$ cat src/rtl/fifo_drain_pkg.sv
// Shared definitions for the fifo read-side drain: default sizes and the
// coarse activity state reported through busy.
package fifo_drain_pkg;

    localparam int DRAIN_DATA_W    = 8;
    localparam int DRAIN_BUF_DEPTH = 3;
    localparam int DRAIN_CNT_W     = 16;

    typedef enum logic [1:0] {
        ST_IDLE   = 2'd0,   // nothing buffered, nothing requested
        ST_FILL   = 2'd1,   // a read is in flight, buffer still empty
        ST_STREAM = 2'd2    // at least one byte buffered
    } fifo_drain_state_t;

endpackage

$ cat src/rtl/fifo_drain_buf.sv
// Small circular register buffer that absorbs the fifo read latency.
// Pointers wrap at DEPTH by explicit compare so non-power-of-two depths work.
// Storage has no reset; only pointers and occupancy are cleared.
module fifo_drain_buf
    import fifo_drain_pkg::*;
#(
    parameter int DATA_W = DRAIN_DATA_W,
    parameter int DEPTH  = DRAIN_BUF_DEPTH
) (
    input  logic                       clk,
    input  logic                       rst,
    input  logic                       clear,
    input  logic                       push,
    input  logic [DATA_W-1:0]          push_data,
    input  logic                       pop,
    output logic [$clog2(DEPTH+1)-1:0] occ,
    output logic [DATA_W-1:0]          head
);

    localparam int PTR_W = (DEPTH > 1) ? $clog2(DEPTH) : 1;
    localparam int OCC_W = $clog2(DEPTH + 1);

    logic [DATA_W-1:0] mem [DEPTH];
    logic [PTR_W-1:0]  wr_ptr;
    logic [PTR_W-1:0]  rd_ptr;

    function automatic logic [PTR_W-1:0] ptr_inc(input logic [PTR_W-1:0] p);
        return (p == PTR_W'(DEPTH - 1)) ? '0 : p + 1'b1;
    endfunction

    // Pointer and occupancy bookkeeping; simultaneous push and pop leave occ alone.
    always_ff @(posedge clk or posedge rst) begin
        if (rst) begin
            wr_ptr <= '0;
            rd_ptr <= '0;
            occ    <= '0;
        end else if (clear) begin
            wr_ptr <= '0;
            rd_ptr <= '0;
            occ    <= '0;
        end else begin
            if (push)
                wr_ptr <= ptr_inc(wr_ptr);
            if (pop)
                rd_ptr <= ptr_inc(rd_ptr);
            if (push && !pop)
                occ <= occ + OCC_W'(1);
            else if (!push && pop)
                occ <= occ - OCC_W'(1);
        end
    end

    // Byte storage written at the write pointer; contents are don't-care when empty.
    always_ff @(posedge clk) begin
        if (push && !clear)
            mem[wr_ptr] <= push_data;
    end

    assign head = mem[rd_ptr];

endmodule

$ cat src/rtl/fifo_drain.sv
// Read-side consumer for the synchronous byte fifo. Issues pops from
// registered state only (no m_ready -> fifo_rd_en path), reserves a buffer
// slot for every read in flight, and streams bytes out with valid/ready.
module fifo_drain
    import fifo_drain_pkg::*;
#(
    parameter int DATA_W    = DRAIN_DATA_W,
    parameter int BUF_DEPTH = DRAIN_BUF_DEPTH,
    parameter int CNT_W     = DRAIN_CNT_W
) (
    input  logic              clk,
    input  logic              rst,
    input  logic              fifo_empty,
    output logic              fifo_rd_en,
    input  logic [DATA_W-1:0] fifo_rd_data,
    input  logic              flush,
    output logic              m_valid,
    input  logic              m_ready,
    output logic [DATA_W-1:0] m_data,
    output logic [CNT_W-1:0]  drain_cnt,
    output logic              busy
);

    localparam int OCC_W = $clog2(BUF_DEPTH + 1);

    logic [OCC_W-1:0]  occ;
    logic [OCC_W:0]    pending;
    logic              inflight;
    logic              push;
    logic              pop;
    logic [DATA_W-1:0] head;
    fifo_drain_state_t state;

    // Buffered bytes plus the one possibly on its way from the fifo.
    assign pending    = {1'b0, occ} + (OCC_W + 1)'(inflight);
    assign fifo_rd_en = !rst && !flush && !fifo_empty
                        && (pending < (OCC_W + 1)'(BUF_DEPTH));

    assign push    = inflight && !flush;
    assign m_valid = (occ != '0);
    assign pop     = m_valid && m_ready && !flush;
    assign m_data  = m_valid ? head : '0;

    fifo_drain_buf #(
        .DATA_W (DATA_W),
        .DEPTH  (BUF_DEPTH)
    ) u_buf (
        .clk       (clk),
        .rst       (rst),
        .clear     (flush),
        .push      (push),
        .push_data (fifo_rd_data),
        .pop       (pop),
        .occ       (occ),
        .head      (head)
    );

    // Track the fifo's one-cycle read latency; flush drops the byte in flight.
    always_ff @(posedge clk or posedge rst) begin
        if (rst)
            inflight <= 1'b0;
        else if (flush)
            inflight <= 1'b0;
        else
            inflight <= fifo_rd_en;
    end

    // Debug count of completed output handshakes, free-running with wrap.
    always_ff @(posedge clk or posedge rst) begin
        if (rst)
            drain_cnt <= '0;
        else if (pop)
            drain_cnt <= drain_cnt + 1'b1;
    end

    // Activity state derived from occupancy and the in-flight read.
    always_comb begin
        state = ST_IDLE;
        if (occ != '0)
            state = ST_STREAM;
        else if (inflight)
            state = ST_FILL;
    end

    assign busy = (state != ST_IDLE);

    a_no_overflow : assert property (@(posedge clk) disable iff (rst)
        pending <= (OCC_W + 1)'(BUF_DEPTH));

endmodule

$ cat config.mk
export PLATFORM = sky130hd
export DESIGN_NAME = fifo_drain
export DESIGN_NICKNAME = d
export VERILOG_FILES = /design/src/rtl/fifo_drain_pkg.sv /design/src/rtl/fifo_drain_buf.sv /design/src/rtl/fifo_drain.sv
export SDC_FILE = /design/constraint.sdc
export NUM_CORES = 1
export LEC_CHECK = 0
export CORE_ASPECT_RATIO = 0.9
export CORE_UTILIZATION = 51
export CTS_CLUSTER_DIAMETER = 30
export CTS_CLUSTER_SIZE = 24
export DETAILED_ROUTE_END_ITERATION = 12
export MAX_ROUTING_LAYER = met4
export PLACE_DENSITY_LB_ADDON = 0.3
export SETUP_SLACK_MARGIN = 0.4
export SLEW_MARGIN = 30
export SYNTH_ARGS = -nofsm -noshare
export SYNTH_HDL_FRONTEND = slang
export SYNTH_SLANG_ARGS = --single-unit
$ cat constraint.sdc
create_clock -name clk -period 2.43 [get_ports clk]
set_clock_uncertainty 0.15 [all_clocks]
set_input_delay 0.486 -clock clk [delete_from_list [all_inputs] [get_ports clk]]
set_output_delay 0.486 -clock clk [all_outputs]
set_load 0.005 [all_outputs]
Word level (Yosys, flattened, before mapping)

Memories as Yosys holds them, arrays and structs flattened.
Cells that the tools add are included.

Output and inout bits: 27
Register bits after elaboration: 23
Word-level logic and storage cells: 49
Memories kept: 1
Input bits: 13
RAM bits: 24

Memories:

| name      | words | width | read ports | clocked after Yosys merged registers in | write ports | RTL line             | RTL |
|---|---|---|---|---|---|---|---|
| u_buf.mem | 3     | 8     | 1          | 0                                       | 1           | fifo_drain_buf.sv:23 | `logic [DATA_W-1:0] mem [DEPTH];` |

Muxes and demuxes: 15
Magnitude comparators: 1
Reduce and logical (&&, ||, !) cells: 19
Eq/ne operators: 2
$add $sub $neg: 6

Operators by type and width:

| operator                                                                     | number |
|---|---|
| 2-bit 2-to-1 mux                                                             | 10 |
| 16-bit by 1-bit adder with 16-bit output, second input constant              | 1 |
| 1-bit logical AND                                                            | 9 |
| 8-bit 2-to-1 mux                                                             | 1 |
| 2-bit nonzero test                                                           | 4 |
| 2-bit by 1-bit adder with 2-bit output, second input constant                | 3 |
| 1-bit zero test                                                              | 5 |
| 2-bit equality test, second input constant                                   | 2 |
| 1-bit 2-to-1 mux                                                             | 4 |
| 2-bit by 1-bit adder with 3-bit output                                       | 1 |
| 3-bit by 2-bit less-than comparator with 1-bit output, second input constant | 1 |
| 3-bit nonzero test                                                           | 1 |
| 2-bit by 1-bit subtractor with 2-bit output, second input constant           | 1 |

Logic depth before layout (Yosys ltp)

Gate-level depths: netlist of the first run.

Word-level depth: 7
Depth in mapped cells: 5
Mapped depth without buffers: 5

By module

Synthesis of the first run repeated with hierarchy kept, for this count alone.

Cells, all modules: 162
Area total of the unflattened synthesis: 2104.5 sq um

Modules (own cells, without submodules):

| module         | sequential area each (sq um) | instances | area each (sq um) | cells each |
|---|---|---|---|---|
| fifo_drain_buf | 870.8                        | 1         | 1208.7            | 84 |
| fifo_drain     | 425.4                        | 1         | 895.9             | 78 |

Worst setup path after synthesis of the first run

OpenSTA, ideal clock, no wires.

Path type: reg-to-output
Start point: reg u_buf.occ[0]
End point: out fifo_rd_en
Data arrival time: 1332 ps
Buffers on the path: 0
Stages on the path, launching flop included: 5
Path slack: 462 ps
Data required time: 1794 ps
Path through: dfrtp_1 ha_1 ha_1 or4_1 a21oi_1

Cells in the longest elaborated chain, start to end: 3

Ends and longest elaborated chain:

| element                                               | RTL line             | RTL |
|---|---|---|
| start: declaration                                    | fifo_drain_buf.sv:16 | `output logic [$clog2(DEPTH+1)-1:0] occ,` |
| start signal: assignment                              | fifo_drain_buf.sv:47 | `occ <= occ + OCC_W'(1);` |
| start signal: assignment                              | fifo_drain_buf.sv:49 | `occ <= occ - OCC_W'(1);` |
| 2-bit by 1-bit adder with 3-bit output                | fifo_drain.sv:35     | `assign pending = {1'b0, occ} + (OCC_W + 1)'(inflight);` |
| 3-bit by 2-bit less-than comparator with 1-bit output | fifo_drain.sv:37     | `&& (pending < (OCC_W + 1)'(BUF_DEPTH));` |
| 1-bit logical AND                                     | fifo_drain.sv:37     |  |
| end: declaration                                      | fifo_drain.sv:14     | `output logic fifo_rd_en,` |

Every way passes these cells.

Worst setup path after layout of the first run

Same ends and word-level chain as after synthesis.

==> results of run 1 <==
[report_power, final]
| part | switching (µW) | total [µW] | internal [µW] | leakage (µW) |
|---|---|---|---|---|
| Sequential | 28.5 | 889 | 861 | 0.000532 |
| Combinational | 67.9 | 162 | 94.5 | 0.000593 |
| Clock | 246 | 547 | 301 | 0.0000556 |
| Total | 343 | 1600 | 1260 | 0.00118 |
[logic make-up after synthesis]
group / after synthesis / synth area share [%]
AOI/OAI and AO/OA: 18 / 4.74
xor gates and xnor gates: 16 / 6.81
adders and majority gates: 3 / 1.83
buffers and inverters: 10 / 1.88
DFF: 47 / 63.0
muxes: 10 / 4.99
and+or+nand+nor: 62 / 16.7
[worst paths after layout]
check	start	slack [ps]	cells past startpoint	end
min in group asynchronous	rst	420	3	drain_cnt[13]
max reg2reg	u_buf.occ[0]	640	6	drain_cnt[3]
min	drain_cnt[15]	330	1	drain_cnt[15]
min reg2reg	drain_cnt[15]	330	1	drain_cnt[15]
max in group asynchronous	rst	1460	3	u_buf.rd_ptr[1]
max	u_buf.occ[0]	60	5	fifo_rd_en
[worst reg2reg max path, cell delays in order, from the launching register on]
cell     delay (ps)
dfrtp_1         390
buf_4           140
buf_6           120
o21ai_4         290
nor2_1          180
and4_1          250
xor2_1          140
[through the flow]
step	hold WS, ps	TNS [ps]	setup WS, ps
after floorplan	315	0	462
after global placement	306	-321	-321
after detailed placement	315	-363	-363
after CTS	327	0	77.0
after global routing	341	0	13.8
final	327	0	58.3
[placed cells by master (no fill, tap or decap), types with 5 or more instances in the layout]
master           netlist  layout
a21oi_1               14      13
and4_1                 5       5
buf_2                  1      10
buf_4                  0       9
buf_6                  0       9
clkbuf_8               0       5
clkdlybuf4s50_1        0      27
dfrtp_1               23      22
edfxtp_1              24      24
mux2i_1                8       8
nand2_1                9       9
nor2_1                24      23
xnor2_1                5       5
xor2_1                11      11
[per-layer routing]
layer | vias up | share of wire, %
met5 | - | 0
met4 | 0 | 1.0
met3 | 4 | 2.9
met2 | 26 | 55
met1 | 743 | 41
li1 | 709 | -
[state kept, by name, summed over array words and instances (netlist names)]
signal        count
drain_cnt        16
u_buf.rd_ptr      2
u_buf.wr_ptr      2
u_buf.occ         2
inflight          1
u_buf.mem        24
[what timing repair did]
action / CTS / global route
endpoints found under the setup margin: 11 / 15
buffers inserted: 7 / 2
gates resized for setup: 47 / 14
gates cloned: 0 / 0
pin swaps: 7 / 12
[layout make-up]
class                      count  share of cell area (%)
tap                           46                    2.09
multi-input combinational    109                    27.4
inverter                       4                   0.545
clock inverter                 3                    1.41
clock buffer                   5                    2.50
timing repair buffer          58                    19.0
sequential                    47                    47.1
==> results.md, run 1 <==
* Clock period minus worst slack at 2370 ps
* Final std cells w/o fill at 272
* # rows at 21
* Fin. Hold Viols at 0
* Final slew viol count at 0
* GR Layer Usage met1 at 28.3%
* Synth Instances at 166
* Mapped Nets at 182
* Worst Path Required at 1790 ps
* Max-cap viol count at 0
* Sequential area share after synthesis at 63.0%
* Final RePlAce weighted congestion at 0.705
* Starting DRT DRC Count at 80
* Initial antenna violation count at 0
* Critical path arrival at 1740 ps
* Vias at 1482
* Yosys warns at 0
* PD cells at 580 nW/µm²
* Crit path max fanout at 2
* Area added between synthesis and finish at 34.0%
* I/O pin count at 40
* Die span in x at 68.9 µm
* Final Power at 1600 µW
* Synth area leader: edfxtp_1
* Max_slew headroom at 73.1%
* Worst path bufs/invs at 1
* Via-to-Cell Ratio at 5.45
* Core Area at 3780 µm²
* Global-route wire length before repair at 6850 µm
* Worst-path clk slew at 80 ps
* GR peak layer: met2
* Mean post-synth cell area at 12.4 µm²
* I/O Buffers at 39
* Die Height at 62.3 µm
* Outcome: complete, no violations
* M3 GR Usage at 6.07%
* Ratio of cells with drive above 1 in the final layout at 22.6%
* Leak pwr at 0.00118 µW
* Crit path launch type: flip-flop
* Critical path class: reg2out
* Largest net degree at the start of global routing at 24
* Vias in the first global route at 1434
* RSZ-0062 raised after global routing: true
* Post-route design area at 2760 µm²
* Cell count after placement at 255
* Commonest cells in the synthesized netlist: edfxtp_1, nor2_1, dfrtp_1
* Worst VDD drop at 0.438 mV
* Distinct cells, synth at 31
* Detail Placement HPWL at 2910 µm
* Total Die Area at 4290 µm²
* ANT nets after route at 0
* Post-synth ARST share at 48.9%
* Final WL at 4480 µm
* Final core occ at 72.9%
* Root buffer cell: clkbuf_8
* Fin crit share at 97.6%
* TritonCTS Buffers at 5
* Multi-input logic area at 756 µm²
* Final setup viols at 0
* Starting Density at 54.4%
* Worst slew pin tran at 401 ps
* Cts hold-fix bufs at 0
* Synthesized area at 2060 µm²
* Post-route DRC violation count at 0
* Max stage delay on crit path at 440 ps
* Top cells by area, synth: edfxtp_1, dfrtp_1, xor2_1
* Met2 global-route usage at 38.3%
* Total gr overflow at 0
* Fill cell count at 259
* Crit path cell chain: ha_2, ha_1, or4_4, a21oi_2, buf_2
* Number of H-tree levels at 2
* Clock Latency Late Sink at 300 ps
* DR pass1 iterations at 4
* # clock sinks at 47
* Synth top area share at 35.0%
* # diodes at 0
* CP top delay family: simple AND/OR/NAND/NOR gates
* Wirelength per Cell at 16.5 µm
* Worst hold path type: reg2reg
* Critical path's slowest cell: or4_4
* Register area at 1300 µm²
* GRT Util Overall at 23.4%
* Fin nets at 241
* Crit. End Element: primary output
* CTS tree: built
* Synth Register Bits at 47
* Max Root-Sink Buffers at 2
* Leading register cell type out of synthesis: edfxtp_1
* Max Clock Freq at 422 MHz
* Number of enable flip-flop cells after synthesis at 24
* Cell Area, Placed at 2560 µm²
Power figures use the tool's default switching activity.
==> run 2, diff against run 1 <==
==> constraint.sdc (replaced) <==
create_clock -name clk -period 2.7 [get_ports clk]
set_clock_uncertainty 0.15 [all_clocks]
set_input_delay 0.54 -clock clk [delete_from_list [all_inputs] [get_ports clk]]
set_output_delay 0.54 -clock clk [all_outputs]
set_load 0.005 [all_outputs]
==> results.md, run 2 (synthesis gave the netlist of run 1 again) <==
* Critical path class: reg2out
* Crit. End Element: primary output
* Final RePlAce weighted congestion at 0.711 (+0.77%)
* Max Root-Sink Buffers at 2 (unchanged)
* Vias in the first global route at 1392 (-2.9%)
* Outcome: complete, no violations
* Most common cell after layout, fill and taps aside: clkdlybuf4s50_1
* Fin nets at 236 (-2.1%)
* Number of H-tree levels at 2 (unchanged)
* Post-route DRC violation count at 0 (unchanged)
* Cell count after placement at 252 (-1.2%)
* DR pass1 iterations at 4 (unchanged)
* I/O pin count at 40 (unchanged)
* Max-cap viol count at 0 (unchanged)
* TritonCTS Buffers at 5 (unchanged)
* CTS tree: built
* PD cells at 502 nW/µm² (-14%)
* Largest net degree at the start of global routing at 24 (unchanged)
* GRT Util Overall at 21.1% (-2.3 points)
* Global-route wire length before repair at 6380 µm (-6.8%)
* Min Hold Slack at 282 ps (-44.7 ps)
* Crit path launch type: flip-flop
* Worst VDD drop at 0.409 mV (-6.5%)
* Max_slew headroom at 72.5% (-0.64 points)
* Wirelength per Cell at 14.7 µm (-11%)
* Die span in x at 68.9 µm (unchanged)
* RSZ-0062 raised after global routing: true
* Final std cells w/o fill at 267 (-1.8%)
* Final WL at 3920 µm (-13%)
* Max Clock Freq at 419 MHz
* Post-route setup TNS at 0 ps (unchanged)
* Die Height at 62.3 µm (unchanged)
* Fin crit share at 88.5%
* Leak pwr at 0.00114 µW (-3.7%)
* Most frequent cells in the layout: clkdlybuf4s50_1, nor2_1, edfxtp_1
* Worst hold path type: in2async
* # diodes at 0 (unchanged)
* Largest Register: u_buf.mem
* Detail Placement HPWL at 2720 µm (-6.6%)
* Final slew viol count at 0 (unchanged)
* Total Die Area at 4290 µm² (unchanged)
* Area added between synthesis and finish at 30.0%
* I/O Buffers at 39 (unchanged)
* Worst Path Required at 2010 ps (+220 ps)
* Initial antenna violation count at 0 (unchanged)
* Cts hold-fix bufs at 0 (unchanged)
* Number of flip-flops in the largest register at 24 (unchanged)
* Setup WS pre-CTS at -199 ps (+164 ps)
* Core Area at 3780 µm² (unchanged)
* Starting DRT DRC Count at 45 (-44%)
* Final Power at 1340 µW (-16%)
* # clock sinks at 47 (unchanged)
* Crit path max fanout at 2 (unchanged)
* # rows at 21 (unchanged)
* Via-to-Cell Ratio at 5.29 (-2.9%)
* Largest regs: u_buf.mem: 24 flops, drain_cnt: 16 flops
* Critical path arrival at 1700 ps (-40 ps)
* Ratio of cells with drive above 1 in the final layout at 19.9% (-2.7 points)
* ANT nets after route at 0 (unchanged)
* Clock period minus worst slack at 2390 ps
* Final setup viols at 0 (unchanged)
* Starting Density at 54.4% (unchanged)
* Root buffer cell: clkbuf_8
* Worst-path clk slew at 90 ps (about the same)
* Total gr overflow at 0 (unchanged)
* Vias at 1413 (-4.7%)
* Fin. Hold Viols at 0 (unchanged)
* Worst slew pin tran at 409 ps (+7.72 ps)
* Setup ws final at 311 ps (+253 ps)
* Clock Latency Late Sink at 300 ps (about the same)
[run 2: what timing repair did]
item | CTS | global route
endpoints found under the hold margin | 0 | 0
pin swaps | 0 | 5
buffers inserted | 5 | 2
setup endpoints to repair | 9 | 10
gates resized for setup | 19 | 20
[run 2: per-layer routing]
metal  global-route usage, %  up-vias  part of all wire, %
met5                       -        -                    0
met4                    4.59        0                 0.72
met3                    6.07        4                  4.5
met2                    31.3       30                   50
met1                    29.0      681                   45
li1                        -      698                    -
[run 2: worst max-delay path, stage by stage, from the launching register on]
cell     delay [ps]
dfrtp_1         400
ha_2            180
ha_1            170
or4_4           420
a21oi_2         110
buf_2           120
[run 2: worst paths after layout]
check                           cells past startpoint     startpoint              end  slack (ps)
min in group clk                                    1  drain_cnt[15]    drain_cnt[15]         330
worst max-delay path                                5   u_buf.occ[0]       fifo_rd_en         310
worst min register to register                      1  drain_cnt[15]    drain_cnt[15]         330
max in group asynchronous                           3            rst  u_buf.rd_ptr[0]        1870
worst max register to register                      5   u_buf.occ[0]     drain_cnt[4]         930
worst min-delay path                                3            rst    drain_cnt[13]         280
[run 2: metrics by stage]
step	utilization, %	instance area, µm²
6_report	70.7	2680
5_1_grt	70.7	2680
4_1_cts	70.4	2670
3_5_place_dp	67.0	2530
3_3_place_gp	67.0	2530
2_1_floorplan	-	2060
[run 2: cell type report]
type / instances / area, µm²
clock buffer: 5 / 68.8
inverter: 4 / 15.0
fill: 279 / 1110
multi-input combinational: 109 / 732
clock inverter: 3 / 20.0
timing repair buffer: 53 / 482
sequential: 47 / 1300
tap: 46 / 57.6
[run 2: power breakdown]
part	total, µW	internal (µW)	switching (µW)
Clock	407	179	228
Combinational	136	80.4	55.5
Sequential	799	775	24.4
Total	1340	1030	308
==> run 3, diff against run 2 <==
--- a/config.mk
+++ b/config.mk
@@ -8,7 +8,7 @@
 export CORE_ASPECT_RATIO = 0.9
 export CORE_UTILIZATION = 51
 export CTS_CLUSTER_DIAMETER = 30
-export CTS_CLUSTER_SIZE = 24
+export CTS_CLUSTER_SIZE = 30
 export DETAILED_ROUTE_END_ITERATION = 12
 export MAX_ROUTING_LAYER = met4
 export PLACE_DENSITY_LB_ADDON = 0.3
@@ -17,3 +17,4 @@
 export SYNTH_ARGS = -nofsm -noshare
 export SYNTH_HDL_FRONTEND = slang
 export SYNTH_SLANG_ARGS = --single-unit
+export TNS_END_PERCENT = 1
==> results.md, run 3 (synthesis gave the netlist of run 1 again) <==
* Max_slew headroom at 72.5% (about the same)
* Area added between synthesis and finish at 29.7%
* Total gr overflow at 0 (unchanged)
* Max Clock Freq at 409 MHz (-2.4%)
* Met2 WL post-DR at 1920 µm (-1.3%)
* Post-route DRC violation count at 0 (unchanged)
* DR top layer: met4
* Critical path class: reg2out
* Worst slew pin tran at 409 ps (+0.0685 ps)
* CP top delay family: buffers and inverters
* Max-cap viol count at 0 (unchanged)
* Largest regs: u_buf.mem: 24 flops, drain_cnt: 16 flops
* Most common cell after layout, fill and taps aside: clkdlybuf4s50_1
* Register area at 1300 µm² (about the same)
* I/O pin count at 40 (unchanged)
* Wirelength per Cell at 14.6 µm (-0.62%)
* CTS tree: built
* Max stage delay on crit path at 510 ps (+90 ps)
* Leak pwr at 0.00110 µW (-2.9%)
* Final slew viol count at 0 (unchanged)
* Cell mode on critical path: nor2_1
* Max Root-Sink Buffers at 2 (unchanged)
* Worst R2R Path Depth at 5 (unchanged)
* Final WL at 3850 µm (-1.7%)
* Critical path's slowest cell: clkdlybuf4s50_1
* Clock period minus worst slack at 2450 ps (+58.8 ps)
* Multi-input logic area at 729 µm² (-0.34%)
* ANT nets after route at 0 (unchanged)
* Root buffer cell: clkbuf_8
* Number of H-tree levels at 2 (unchanged)
* Worst VDD drop at 0.409 mV (about the same)
* Initial antenna violation count at 0 (unchanged)
* DR pass1 iterations at 4 (unchanged)
* Critical path arrival at 1760 ps (+60 ps)
* Final core occ at 70.5% (-0.17 points)
* Post-route design area at 2670 µm² (-0.23%)
* Largest Register: u_buf.mem
* # clock sinks at 47 (unchanged)
* Fin crit share at 90.7% (+2.2 points)
* RSZ-0062 raised after global routing: true
* Ratio of cells with drive above 1 in the final layout at 15.1% (-4.8 points)
* Fill cell count at 274 (-1.8%)
* Crit path launch type: flip-flop
* Vias in the first global route at 1390 (-0.14%)
* Die span in x at 68.9 µm (unchanged)
* M1 WL at 1760 µm (-0.79%)
* Crit. End Element: primary output
* Routed wire length on met3 at 146 µm (-17%)
* Number of flip-flops in the largest register at 24 (unchanged)
* # rows at 21 (unchanged)
* Worst path depth at 6 (+1)
* Cell Area, Placed at 2530 µm² (unchanged)
* Final RePlAce weighted congestion at 0.711 (unchanged)
* # diodes at 0 (unchanged)
* I/O Buffers at 39 (unchanged)
* Final setup viols at 0 (unchanged)
* Outcome: complete, no violations
* Clock Latency Late Sink at 300 ps (about the same)
* Worst-path clk slew at 90 ps (about the same)
* Worst path bufs/invs at 2 (+1)
* Cts hold-fix bufs at 0 (unchanged)
* Starting Density at 54.4% (unchanged)
* Fin. Hold Viols at 0 (unchanged)
* TritonCTS Buffers at 5 (unchanged)
* Die Height at 62.3 µm (unchanged)
* Global-route wire length before repair at 6370 µm (-0.22%)
* Worst Path Required at 2010 ps (about the same)
* Total Die Area at 4290 µm² (unchanged)
* Fin nets at 233 (-1.3%)
* Core Area at 3780 µm² (unchanged)
* GRT Util Overall at 21.1% (-0.039 points)
* Crit path cell chain: buf_12, mux2i_1, nor2_1, a21oi_1, nor2_1, clkdlybuf4s50_1
* PD cells at 503 nW/µm² (+0.17%)
* Detail Placement HPWL at 2720 µm (unchanged)
* Worst hold path type: in2async
* Post-route setup TNS at 0 ps (unchanged)
* Starting DRT DRC Count at 44 (-2.2%)
* Via-to-Cell Ratio at 5.30 (about the same)
* Most frequent cells in the layout: clkdlybuf4s50_1, nor2_1, edfxtp_1
* Largest net degree at the start of global routing at 24 (unchanged)
* Vias at 1398 (-1.1%)
* Crit path max fanout at 5 (+3)
-- run 3: cell types whose count changed in the layout (fill, tap and decap cells not counted), sizes merged --
cell           previous run  this run
clkbuf                   10         5
clkdlybuf4s15             1         0
dlymetal6s2s              2         1
buf                      16        12
clkdlybuf4s50            26        34
-- run 3: metrics by stage --
stage	cells	setup slack (ps)	power, µW	hold WS [ps]
after floorplan	166	678	862	315
after global placement	252	-160	938	306
after detailed placement	252	-199	947	318
after CTS	264	240	1350	288
after global routing	264	104	1400	315
final	264	252	1340	281
-- run 3: layer usage --
layer | track usage (%) | vias to the layer above
met5 | - | -
met4 | 4.59 | 0
met3 | 6.07 | 4
met2 | 31.3 | 28
met1 | 28.9 | 671
li1 | - | 695
-- run 3: final timing paths --
kind | startpoint | to | slack, ps
worst max-delay path | u_buf.rd_ptr[0] | m_data[0] | 250
worst min-delay path | rst | drain_cnt[13] | 280
worst max register to register | u_buf.occ[0] | drain_cnt[4] | 940
worst min register to register | drain_cnt[15] | drain_cnt[15] | 330
max in group asynchronous | rst | u_buf.rd_ptr[0] | 1870
min in group clk | drain_cnt[15] | drain_cnt[15] | 330
-- run 3: layout make-up --
cell class | count | share of cell area (%)
repair buffers | 50 | 18.0
inverters | 4 | 0.563
clock buffers | 5 | 2.58
multi-input cells | 109 | 27.3
well taps | 46 | 2.16
flip-flops and latches | 47 | 48.7
clock inverters | 3 | 0.750
-- run 3: power by group --
group          internal, µW  leakage, µW  total [µW]  switching [µW]
registers               775     0.000530         799            24.4
logic                  80.2     0.000536         135            54.6
clock network           179    0.0000363         407             228
total                  1030      0.00110        1340             307
-- run 3: repair_timing --
item	CTS	global route
gates cloned	0	0
endpoints found under the setup margin	9	11
pin swaps	0	1
setup buffers	4	0
resized for setup	12	1
-- run 3: worst reg2reg max path, stage by stage (launching register included) --
cell     delay [ps]
dfrtp_1         390
buf_4           160
o21ai_2         350
nor2_1          200
and4_1          260
xor2_1          140
